==> config.mk <==
export PLATFORM = sky130hd
export DESIGN_NAME = u_arrtm8_errmon
export DESIGN_NICKNAME = d
export VERILOG_FILES = /design/src/rtl/arrtm_errmon_pkg.sv /design/src/rtl/u_arrtm8_errmon_abs_err16.sv /design/src/rtl/u_arrtm8_errmon.sv
export SDC_FILE = /design/constraint.sdc
export NUM_CORES = 1
export LEC_CHECK = 0
export CORE_MARGIN = 2
export CORE_UTILIZATION = 57
export CTS_CLUSTER_SIZE = 12
export DETAILED_ROUTE_END_ITERATION = 16
export PLACE_DENSITY = 0.82
export SLEW_MARGIN = 40
export SYNTH_ARGS = -nofsm -noshare
export SYNTH_HDL_FRONTEND = slang
export SYNTH_SLANG_ARGS = --single-unit
==> constraint.sdc <==
create_clock -name clk -period 6.8 [get_ports clk]
set_input_delay 1.36 -clock clk [delete_from_list [all_inputs] [get_ports clk]]
set_output_delay 1.36 -clock clk [all_outputs]
set_load 0.01 [all_outputs]
==> src/rtl/arrtm_errmon_pkg.sv <==
// Shared types and widths for the truncated-multiplier error monitor.
// Optional feature macro: U_ARRTM8_ERRMON_WCE_EN (worst-case operand capture).
package arrtm_errmon_pkg;

    localparam int OP_W   = 8;
    localparam int PROD_W = 16;
    localparam int SUM_W  = 32;
    localparam int CNT_W  = 16;

    typedef enum logic [1:0] {
        ST_IDLE  = 2'd0,
        ST_RUN   = 2'd1,
        ST_DRAIN = 2'd2,
        ST_DONE  = 2'd3
    } state_t;

endpackage

==> src/rtl/u_arrtm8_errmon_abs_err16.sv <==
// Exact 8x8 unsigned product and its absolute distance from the approximate product.
module abs_err16
    import arrtm_errmon_pkg::*;
(
    input  logic [OP_W-1:0]   i_a,
    input  logic [OP_W-1:0]   i_b,
    input  logic [PROD_W-1:0] i_p_approx,
    output logic [PROD_W-1:0] o_abs_err
);

    logic [PROD_W-1:0] w_exact;

    assign w_exact   = PROD_W'(i_a) * PROD_W'(i_b);
    assign o_abs_err = (w_exact >= i_p_approx) ? (w_exact - i_p_approx)
                                               : (i_p_approx - w_exact);

endmodule

==> src/rtl/u_arrtm8_errmon.sv <==
// Error-statistics monitor: accepts samples, runs a 2-stage error pipeline, accumulates stats.
// Optional feature macro: U_ARRTM8_ERRMON_WCE_EN captures the operands of the worst-case error.
module u_arrtm8_errmon
    import arrtm_errmon_pkg::*;
(
    input  logic               clk,
    input  logic               rst_n,
    input  logic               start,
    input  logic [CNT_W-1:0]   num_samples,
    input  logic               in_valid,
    output logic               in_ready,
    input  logic [OP_W-1:0]    a,
    input  logic [OP_W-1:0]    b,
    input  logic [PROD_W-1:0]  p_approx,
    output logic               busy,
    output logic               done,
    output logic [SUM_W-1:0]   sum_abs_err,
    output logic [PROD_W-1:0]  max_abs_err,
    output logic [CNT_W-1:0]   err_cnt,
    output logic [CNT_W-1:0]   sample_cnt,
    output logic [OP_W-1:0]    wce_a,
    output logic [OP_W-1:0]    wce_b
);

    state_t              r_state, w_state_nxt;
    logic [CNT_W-1:0]    r_num, r_acc_cnt;
    logic                r_s0_vld, r_s1_vld;
    logic [OP_W-1:0]     r_s0_a, r_s0_b;
    logic [PROD_W-1:0]   r_s0_p, r_s1_err, w_abs_err;
    logic [SUM_W-1:0]    r_sum;
    logic [PROD_W-1:0]   r_max;
    logic [CNT_W-1:0]    r_err_cnt, r_sample_cnt;
    logic                w_start, w_hs, w_last, w_new_max;

    assign in_ready  = (r_state == ST_RUN);
    assign busy      = (r_state == ST_RUN) || (r_state == ST_DRAIN);
    assign done      = (r_state == ST_DONE);
    assign w_start   = start && ((r_state == ST_IDLE) || (r_state == ST_DONE));
    assign w_hs      = in_valid && in_ready;
    assign w_last    = (r_acc_cnt + CNT_W'(1)) == r_num;
    assign w_new_max = r_s1_err > r_max;

    // NOTE: every output of a combinational block gets a default first so no latch is inferred.
    always_comb begin
        w_state_nxt = r_state;
        unique case (r_state)
            ST_IDLE, ST_DONE: if (start) w_state_nxt = (num_samples == '0) ? ST_DONE : ST_RUN;
            ST_RUN:           if (w_hs && w_last) w_state_nxt = ST_DRAIN;
            // Last sample's stats land when only stage 1 still holds data.
            ST_DRAIN:         if (r_s1_vld && !r_s0_vld) w_state_nxt = ST_DONE;
            default:          w_state_nxt = ST_IDLE;
        endcase
    end

    // NOTE: sequential state uses non-blocking assignments so all registers update together.
    always_ff @(posedge clk or negedge rst_n) begin
        if (!rst_n) begin
            r_state   <= ST_IDLE;
            r_num     <= '0;
            r_acc_cnt <= '0;
        end else begin
            r_state <= w_state_nxt;
            if (w_start) begin
                r_num     <= num_samples;
                r_acc_cnt <= '0;
            end else if (w_hs) begin
                r_acc_cnt <= r_acc_cnt + CNT_W'(1);
            end
        end
    end

    abs_err16 u_abs_err (
        .i_a        (r_s0_a),
        .i_b        (r_s0_b),
        .i_p_approx (r_s0_p),
        .o_abs_err  (w_abs_err)
    );

    always_ff @(posedge clk or negedge rst_n) begin
        if (!rst_n) begin
            r_s0_vld <= 1'b0;
            r_s0_a   <= '0;
            r_s0_b   <= '0;
            r_s0_p   <= '0;
            r_s1_vld <= 1'b0;
            r_s1_err <= '0;
        end else begin
            r_s0_vld <= w_hs;
            if (w_hs) begin
                r_s0_a <= a;
                r_s0_b <= b;
                r_s0_p <= p_approx;
            end
            r_s1_vld <= r_s0_vld;
            if (r_s0_vld) r_s1_err <= w_abs_err;
        end
    end

    always_ff @(posedge clk or negedge rst_n) begin
        if (!rst_n) begin
            r_sum        <= '0;
            r_max        <= '0;
            r_err_cnt    <= '0;
            r_sample_cnt <= '0;
        end else if (w_start) begin
            r_sum        <= '0;
            r_max        <= '0;
            r_err_cnt    <= '0;
            r_sample_cnt <= '0;
        end else if (r_s1_vld) begin
            r_sum        <= r_sum + SUM_W'(r_s1_err);
            r_sample_cnt <= r_sample_cnt + CNT_W'(1);
            if (r_s1_err != '0) r_err_cnt <= r_err_cnt + CNT_W'(1);
            if (w_new_max)      r_max     <= r_s1_err;
        end
    end

`ifdef U_ARRTM8_ERRMON_WCE_EN
    logic [OP_W-1:0] r_s1_a, r_s1_b, r_wce_a, r_wce_b;

    always_ff @(posedge clk or negedge rst_n) begin
        if (!rst_n) begin
            r_s1_a  <= '0;
            r_s1_b  <= '0;
            r_wce_a <= '0;
            r_wce_b <= '0;
        end else begin
            if (r_s0_vld) begin
                r_s1_a <= r_s0_a;
                r_s1_b <= r_s0_b;
            end
            if (w_start) begin
                r_wce_a <= '0;
                r_wce_b <= '0;
            end else if (r_s1_vld && w_new_max) begin
                r_wce_a <= r_s1_a;
                r_wce_b <= r_s1_b;
            end
        end
    end

    assign wce_a = r_wce_a;
    assign wce_b = r_wce_b;
`else
    assign wce_a = '0;
    assign wce_b = '0;
`endif

    assign sum_abs_err = r_sum;
    assign max_abs_err = r_max;
    assign err_cnt     = r_err_cnt;
    assign sample_cnt  = r_sample_cnt;

endmodule

Word level (Yosys, flattened, before mapping)
Index checks and enable logic that the tools add are counted.

Bits of input ports: 52. Bits in registers: 164. Logic and storage cells: 65. Output and inout port bits: 99.

Multiply operators: 1. Muxes and demuxes: 18. Equal/unequal tests: 7. Reductions and logical operators: 18. Order comparisons: 2. Add/sub/neg operators: 6.

Operators with widths (number): $mux 16 (11); $mux 32 (2); $add 16x1->16 const B (3); $add 32x16->32 (1); $sub 16x16->16 (2); $eq 16x16->1 (1); $ge 16x16->1 (1); $gt 16x16->1 (1); $logic_not 16->1 (1); $mul 8x8->16 (1); $reduce_bool 16->1 (1); $mux 2 (4); $reduce_bool 2->1 (4); $pmux 2 s3 (1); $eq 2x2->1 const B (2); $logic_and 1x1->1 (4); $ne 2x1->1 const B (2); $reduce_and 2->1 (2); $reduce_and 3->1 (1); $eq 2x1->1 const B (1); $logic_not 2->1 (1); $logic_or 1x1->1 (2); $ne 2x2->1 const B (1); $reduce_or 2->1 (1); $logic_not 1->1 (1).

Depth between registers and ports, before layout
Gate-level depths: netlist of run 1.

Depth in word-level cells: 5. Depth in mapped cells: 29. Mapped depth without buffers: 25.

By module
A second synthesis of run 1 with hierarchy kept.

Cell total of the unflattened synthesis: 1421. Area total of the unflattened synthesis: 12463.2 um^2.

By module, submodules not included: u_arrtm8_errmon (cells an instance 947, instances 1, area each 8742.1 um^2, seq. area each 4103.9 um^2); abs_err16 (cells an instance 474, instances 1, area each 3721.1 um^2, seq. area each 0.0 um^2).

Least setup slack after synthesis of run 1
Ideal clock, no wire load.

Path kind: reg-to-reg. From: register r_s0_a[1]. To: register r_s1_err[4]. Data arrival time: 6.094 ns. Stages on the path, launching flop included: 26. Setup time: 0.125 ns. Period minus slack after synthesis: 6.219 ns. Setup slack: 0.581 ns. Required time: 6.675 ns. Path buffers: 2. Cells stage by stage: dfrtp_1 and2_1 fa_1 fa_1 inv_1 fa_1 fa_1 inv_1 ha_1 a21oi_1 nor2b_1 o211ai_1 nand2_1 a41oi_1 nor2b_1 xnor2_1 ha_1 buf_4 a21o_1 a211oi_1 o221a_2 buf_6 mux2i_1 o221ai_1 xor2_1 mux2_2.

Longest elaborated chain between the ends: 3. Elaborated cells between the ends (all ways): 5. Those cells by class: add/sub: 2; mul: 1; order compare: 1; mux: 1.

Ends and longest elaborated chain: from (decl) (RTL line u_arrtm8_errmon.sv:28) `logic [OP_W-1:0] r_s0_a, r_s0_b;`; from (signal assigned) (RTL line u_arrtm8_errmon.sv:82) `r_s0_a <= '0;`; from (signal assigned) (RTL line u_arrtm8_errmon.sv:90) `r_s0_a <= a;`; $mul 8x8->16 (*) (RTL line u_arrtm8_errmon_abs_err16.sv:13) `assign w_exact = PROD_W'(i_a) * PROD_W'(i_b);`; $sub 16x16->16, or another cell as far along (RTL line u_arrtm8_errmon_abs_err16.sv:15) `: (i_p_approx - w_exact);`; $mux 16 (*) (RTL line u_arrtm8_errmon_abs_err16.sv:14) `assign o_abs_err = (w_exact >= i_p_approx) ? (w_exact - i_p_approx)`; to (signal assigned) (RTL line u_arrtm8_errmon.sv:95) `if (r_s0_vld) r_s1_err <= w_abs_err;`; to (decl) (RTL line u_arrtm8_errmon.sv:29) `logic [PROD_W-1:0] r_s0_p, r_s1_err, w_abs_err;`.

Mark *: on every way between the ends. The rest lies on a longest branch, timed or not. A chain may end at the register's enable or synchronous reset.

Worst setup path in the final report of run 1
From: register r_s0_a[1]. To: register r_s1_err[5].

The elaborated chain is that of the path after synthesis.

==> results of run 1 <==
==> metal layers <==
| layer | share of wire, % | global-route usage [%] | vias to the layer above | wire length, µm |
|---|---|---|---|---|
| met5 | 0 | 0 | - | 0 |
| met2 | 50 | 45.4 | 342 | 14400 |
| met1 | 42 | 34.5 | 4996 | 12200 |
| li1 | - | - | 4917 | - |
| met3 | 6.2 | 4.67 | 54 | 1790 |
| met4 | 2.0 | 7.78 | 0 | 564 |
==> registers in the layout, summed over array words and instances (netlist names) <==
register / count
r_num: 16
r_s0_p: 16
r_s0_vld: 1
r_s0_b: 8
sum_abs_err: 32
r_s0_a: 8
r_s1_err: 16
r_state: 2
max_abs_err: 16
r_acc_cnt: 16
err_cnt: 16
r_s1_vld: 1
sample_cnt: 16
==> path summary, 6_finish.rpt <==
kind                       startpoint               to  cells past startpoint
max                         r_s0_a[1]      r_s1_err[5]                     24
min                          r_num[6]         r_num[6]                      2
max reg2reg                 r_s0_a[1]      r_s1_err[5]                     24
min reg2reg                  r_num[6]         r_num[6]                      2
max in group asynchronous       rst_n         r_s0_vld                      2
min in group asynchronous       rst_n  sum_abs_err[24]                      1
==> timing repair <==
item | in CTS | in global routing
gates cloned | 0 | 0
resized for setup | 1 | 19
setup endpoints to repair | 1 | 10
pin swaps | 0 | 1
setup buffers | 0 | 1
==> stage by stage <==
stage,hold slack (ns),utilization [%]
CTS,0.505,68.4
global route,0.524,68.8
finish,0.501,68.8
floorplan,0.352,-
detailed placement,0.490,65.8
global placement,0.485,65.6
==> layout make-up <==
| cell class | count | area [µm²] |
|---|---|---|
| clock buffers | 18 | 439 |
| repair buffers | 158 | 1550 |
| well taps | 275 | 344 |
| clock inverters | 14 | 115 |
| fillers | 1637 | 6560 |
| multi-input cells | 1034 | 7440 |
| inverters | 124 | 465 |
| flip-flops and latches | 164 | 4110 |
==> logic make-up (layout without fill, tap and decap cells) <==
logic type	Yosys count	after routing	share of synthesized area (%)
simple gates	503	503	19.7
xor+xnor	95	95	6.81
other cells	1	16	0.0307
compound gates	241	241	12.9
fa+ha+maj	145	145	17.2
mux	34	34	2.88
flops	164	164	33.6
buf+inv	192	314	6.86
==> critical path, stage by stage, from the launching register on <==
cell	delay, ns
dfrtp_2	0.46
and2_1	0.19
fa_1	0.45
fa_1	0.55
inv_1	0.05
fa_1	0.47
fa_1	0.54
inv_1	0.04
ha_1	0.33
a21oi_2	0.18
nor2b_1	0.09
o211ai_1	0.20
nand2_1	0.12
a21oi_1	0.21
xnor2_1	0.20
ha_2	0.38
a21oi_2	0.16
o21ai_0	0.17
a211oi_2	0.31
o221a_4	0.27
buf_12	0.16
mux2_1	0.37
a31oi_2	0.20
xnor2_1	0.08
mux2_2	0.25
==> cell usage in the layout, fill, tap and decap left out, types with 4 or more instances in the layout <==
cell type	n
nand2_1	189
dfrtp_1	156
clkdlybuf4s50_1	133
inv_1	124
ha_1	104
nor2_1	81
a21oi_1	64
o21ai_0	60
and2_1	57
xnor2_1	55
nand3_1	46
xor2_1	40
fa_1	39
or3_1	27
mux2i_1	23
a21o_1	21
nand4_1	21
buf_4	21
o31ai_1	20
nor3_1	19
clkbuf_16	17
conb_1	16
nor4_1	14
nor2b_1	12
and3_1	10
nand2b_1	10
o211ai_1	9
mux2_2	8
dfrtp_2	8
and4_1	7
a31oi_1	5
inv_6	5
o21a_1	4
a21oi_2	4
o41ai_1	4
a211oi_1	4
==> metrics.md, run 1 <==
| Metric | Value |
|---|---|
| Slew Viols, Final | `0` |
| DRC viols | `0` |
| GPL Wtd Cong | `0.931` |
| Count leader, synth | `nand2_1` |
| Status | `complete, no violations` |
| Chip Width | `~150 µm` |
| Post-synth top cells | `190 x nand2_1, 164 x dfrtp_1, 124 x inv_1, 106 x ha_1, 81 x nor2_1` |
| DRT antenna net count | `0` |
| Die H | `150 µm` |
| H-tree depth reported by CTS | `4` |
| Non-Filler Instances | `about 1800` |
| Rel. slew slack | `46.1%` |
| WP data required | `7.11 ns` |
| Post-synth top flop | `dfrtp_1` |
| Global route total overflow | `0` |
| Startpoint Class | `flop` |
| TritonCTS clock tree | `built` |
| Full die area | `22600 µm²` |
| Worst Clk Skew | `0.0168 ns` |
| Average routed wire per standard cell | `16.2 µm` |
| First-pass GRT wire length | `48500 µm` |
| Core area | `21000 µm²` |
| Yosys top cell by area | `dfrtp_1` |
| Placed cells | `1754` |
| Top post-synthesis cells by area | `dfrtp_1 34%, ha_1 11%, fa_1 6.4%, nand2_1 5.8%, xnor2_1 3.9%` |
| Fmax | `between 150 and 200 MHz` |
| CTS root buf | `clkbuf_16` |
| R2r setup slk | `0.24 ns` |
| Later-pin clock latency in the skew report | `0.43 ns` |
| Input/output buffers | `134` |
| Worst-Margin Slew | `0.809 ns` |
| Max-cap viol count | `0` |
| Largest net degree at the start of global routing | `108` |
| CP max FO | `16` |
| Post-synth cell types | `64` |
| Total negative slack | `0 ns` |
| Post-synth EDFFs | `0` |
| Setup violations, final | `0` |
| Synthesis-stage register bit count | `164` |
| Cts hold-fix bufs | `0` |
| Cell Area, Synth | `12200 µm²` |
| Tcrit/Tclk final | `96.5%` |
| Post-Synthesis Cells | `between 1000 and 1500` |
| Cell Area, Placed | `13800 µm²` |
| Final WS setup | `between 0.2 and 0.25 ns` |
| Worst-path clk slew | `0.07 ns` |
| CP arrival | `6.87 ns` |
| Asr flop ratio synth | `100%` |
| Pre-CTS WS | `0.0886 ns` |
| CP Class | `reg2reg` |
| Yosys warning count | `0` |
| Total number of vias | `roughly 10000` |
| Initial DRC Count | `588` |
| Seq/Total Area, Yosys | `about a third` |
| CP Capture Type | `flop` |
| Final worst path period need | `6.56 ns` |
| Fin. Hold Viols | `0` |
| All-Layer GR Usage | `around a quarter` |
| I/O pin cnt | `151` |
| Worst hold path class | `reg2reg` |
| Clock sinks | `164` |
| Yosys top cell area share | `33.6%` |
| Vias per std cell | `5.77` |
| Post-route cell area | `14500 µm²` |
| CTS max path bufs | `2` |
| Initial antenna violation count | `0` |
| NumNets Final | `around 1700` |
| Vias in the first global route | `10092` |
| TritonRoute pass-1 iters | `6` |
| Share of cells above drive strength 1 | `6.61%` |
| TritonCTS Buffers | `17` |
| Diode count | `0` |
| DP HPWL | `21100 µm` |
| Rows | `53` |
| Initial Util | `about three fifths` |
| Syn avg cell area | `8.89 µm²` |
| Routed wire length | `28900 µm` |
| P&R area growth vs syn | `18.3%` |
Power of run 1 is left out: the tool's default activity adds up to more than one toggle a clock period on the data nets, which glitch-free logic cannot reach.
==> inputs of run 2 (changes only) <==
--- a/config.mk
+++ b/config.mk
@@ -9,6 +9,7 @@
 export CORE_UTILIZATION = 57
 export CTS_CLUSTER_SIZE = 12
 export DETAILED_ROUTE_END_ITERATION = 16
+export GPL_TIMING_DRIVEN = 0
 export PLACE_DENSITY = 0.82
 export SLEW_MARGIN = 40
 export SYNTH_ARGS = -nofsm -noshare
==> run 2 against run 1 <==
  * Via count rose by 2.6%
  * Sequential share of layout area fell by 0.51 points
  * Fmax fell by 0.46%
  * Design area rose by 1.9%
  * Critical path depth rose by 3
  * Worst hold slack got worse by 0.12 ns
  * Core utilization rose by 1.3 points
  * Critical path type unchanged
  * Critical endpoint is now r_s1_err[15]
  * Highest routed layer unchanged
==> metrics.md, run 2 (synthesis results as in run 1) <==
| Metric | Value |
|---|---|
| Fin. Hold Viols | `0 (unchanged)` |
| Hold Path Depth | `0 (-2)` |
| Met3 usage | `3.70% (-0.97 points)` |
| Later-pin clock latency in the skew report | `0.43 ns (about the same)` |
| Die H | `150 µm (unchanged)` |
| Global route total overflow | `0 (unchanged)` |
| All-Layer GR Usage | `28.3% (+1.7 points)` |
| Routing usage on met1 | `37.2% (+2.7 points)` |
| DP HPWL | `23500 µm (+11%)` |
| Worst Clk Skew | `0.0104 ns (-0.00638 ns)` |
| Met2 track demand over resource | `48.4% (+3.0 points)` |
| Full die area | `22600 µm² (unchanged)` |
| CP max-delay cell | `fa_1` |
| First-pass GRT wire length | `50900 µm (+5.0%)` |
| Rows | `53 (unchanged)` |
| Slew Viols, Final | `0 (unchanged)` |
| Tcrit/Tclk final | `97.0% (+0.45 points)` |
| Setup violations, final | `0 (unchanged)` |
| GPL Wtd Cong | `0.911 (-2.1%)` |
| Input/output buffers | `134 (unchanged)` |
| CP Class | `reg2reg` |
| P&R area growth vs syn | `20.6%` |
| R2R depth | `27 (+13%)` |
| TritonCTS Buffers | `17 (unchanged)` |
| Critical R2R Capture | `r_s1_err[15]` |
| Average routed wire per standard cell | `16.9 µm (+4.8%)` |
| Most common cell after layout, fill and taps aside | `nand2_1` |
| Initial antenna violation count | `0 (unchanged)` |
| CP Capture Type | `flop` |
| R2r setup slk | `0.21 ns (-0.03 ns)` |
| Hold_sp | `r_s0_vld` |
| CP top delay family | `adder cells` |
| Most frequent cells in the layout | `190 x nand2_1, 153 x dfrtp_1, 133 x clkdlybuf4s50_1` |
| I/O pin cnt | `151 (unchanged)` |
| R2R Path Start | `r_s0_b[6]` |
| CP arrival | `6.88 ns (about the same)` |
| Worst hold path class | `reg2reg` |
| Status | `complete, no violations` |
| Worst-path clk slew | `0.07 ns (about the same)` |
| CTS root buf | `clkbuf_16` |
| TritonRoute pass-1 iters | `5 (-1)` |
| Core Util, Final | `70.1% (+1.3 points)` |
| Core area | `21000 µm² (unchanged)` |
| Pre-CTS WS | `-0.0236 ns (-0.112 ns)` |
| DRC viols | `0 (unchanged)` |
| WP data required | `7.09 ns (-0.02 ns)` |
| Max stage delay on crit path | `0.55 ns (about the same)` |
| Max-cap viol count | `0 (unchanged)` |
| Routed wire length | `31100 µm (+7.8%)` |
| Initial Util | `58.1% (unchanged)` |
| Share of cells above drive strength 1 | `6.91% (+0.30 points)` |
| Fmax | `152 MHz (-0.46%)` |
| Busiest grt layer | `met2` |
| Placed cells | `1801 (+2.7%)` |
| Most common cell on crit path | `fa_1` |
| Initial DRC Count | `593 (+0.85%)` |
| Worst-Margin Slew | `0.764 ns (-0.0451 ns)` |
| WHS Endpoint | `r_s1_vld` |
| Largest net degree at the start of global routing | `69 (-36%)` |
| CP max FO | `10 (-6)` |
| Final worst path period need | `6.59 ns (+0.0306 ns)` |
| Vias in the first global route | `10418 (+3.2%)` |
| CP Buf/Inv Count | `6 (+3)` |
| Max reg flops | `32 (unchanged)` |
| TritonCTS clock tree | `built` |
| CTS max path bufs | `2 (unchanged)` |
| Chip Width | `150 µm (unchanged)` |
| Total number of vias | `10572 (+2.6%)` |
| H-tree depth reported by CTS | `4 (unchanged)` |
| Non-Filler Instances | `1838 (+2.9%)` |
| NumNets Final | `1747 (+3.0%)` |
| Vias per std cell | `5.75 (-0.29%)` |
| Diode count | `0 (unchanged)` |
| Startpoint Class | `flop` |
| Final WS setup | `0.207 ns (-0.0306 ns)` |
| DRT antenna net count | `0 (unchanged)` |
| Cts hold-fix bufs | `0 (unchanged)` |
| Rel. slew slack | `48.4% (+2.3 points)` |
| Clock sinks | `164 (unchanged)` |
-- run 2: layout make-up --
type                    instances  area (µm²)
inverters                     124         465
multi-input cells            1034        7390
clock buffers                  18         439
fillers                      1612        6280
clock inverters                14         170
flip-flops and latches        164        4120
well taps                     275         344
plain buffers                  68         373
repair buffers                141        1440
-- run 2: worst max path at each step --
stage | slack [ns] | endpoint | from | cells after the start
2_1_floorplan | 0.58 | r_s1_err[4] | r_s0_a[1] | 25
3_3_place_gp | -2.47 | r_s0_a[7] | rst_n | 1
3_5_place_dp | -0.02 | r_s1_err[4] | r_s0_b[6] | 25
4_1_cts | 0.02 | r_s1_err[4] | r_s0_a[0] | 26
5_1_grt | -0.06 | r_s1_err[15] | r_s0_b[6] | 27
6_report | 0.21 | r_s1_err[15] | r_s0_b[6] | 27
-- run 2: through the flow --
step / area [µm²] / TNS [ns] / hold slack (ns)
floorplan: 12300 / 0 / 0.352
global placement: 14000 / -401.96 / 0.366
detailed placement: 14000 / -0.0236 / 0.369
CTS: 14600 / 0 / 0.384
global route: 14700 / -0.215 / 0.395
finish: 14700 / 0 / 0.379
-- run 2: layer usage --
layer	vias up	routed length, µm	part of all wire [%]
met5	-	0	0
met4	0	587	1.9
met3	51	1680	5.4
met2	332	15500	50
met1	5175	13400	43
li1	5014	-	-
-- run 2: worst register-to-register path: stages, from the launching register on --
cell and delay [ns]:
dfrtp_2 0.48, nand2_1 0.11, fa_1 0.50, fa_1 0.55, inv_1 0.06, fa_1 0.54
inv_1 0.06, fa_1 0.53, inv_1 0.04, ha_1 0.33, nor2b_1 0.17, o211ai_1 0.16
nand2_1 0.13, a41oi_2 0.19, nor2b_4 0.20, xnor2_1 0.09, ha_1 0.28, buf_4 0.15
o21ai_0 0.10, a21o_1 0.19, or2_0 0.23, o221a_2 0.25, buf_6 0.17, buf_12 0.16
a211oi_1 0.22, a22oi_1 0.13, xnor2_1 0.32, a21oi_1 0.11
-- run 2: what timing repair did --
action,4_1_cts,5_1_grt
gates resized for setup,2,22
setup endpoints to repair,1,15
buffers inserted,0,5
pin swaps,0,4
Power of run 2 is left out for the same reason.
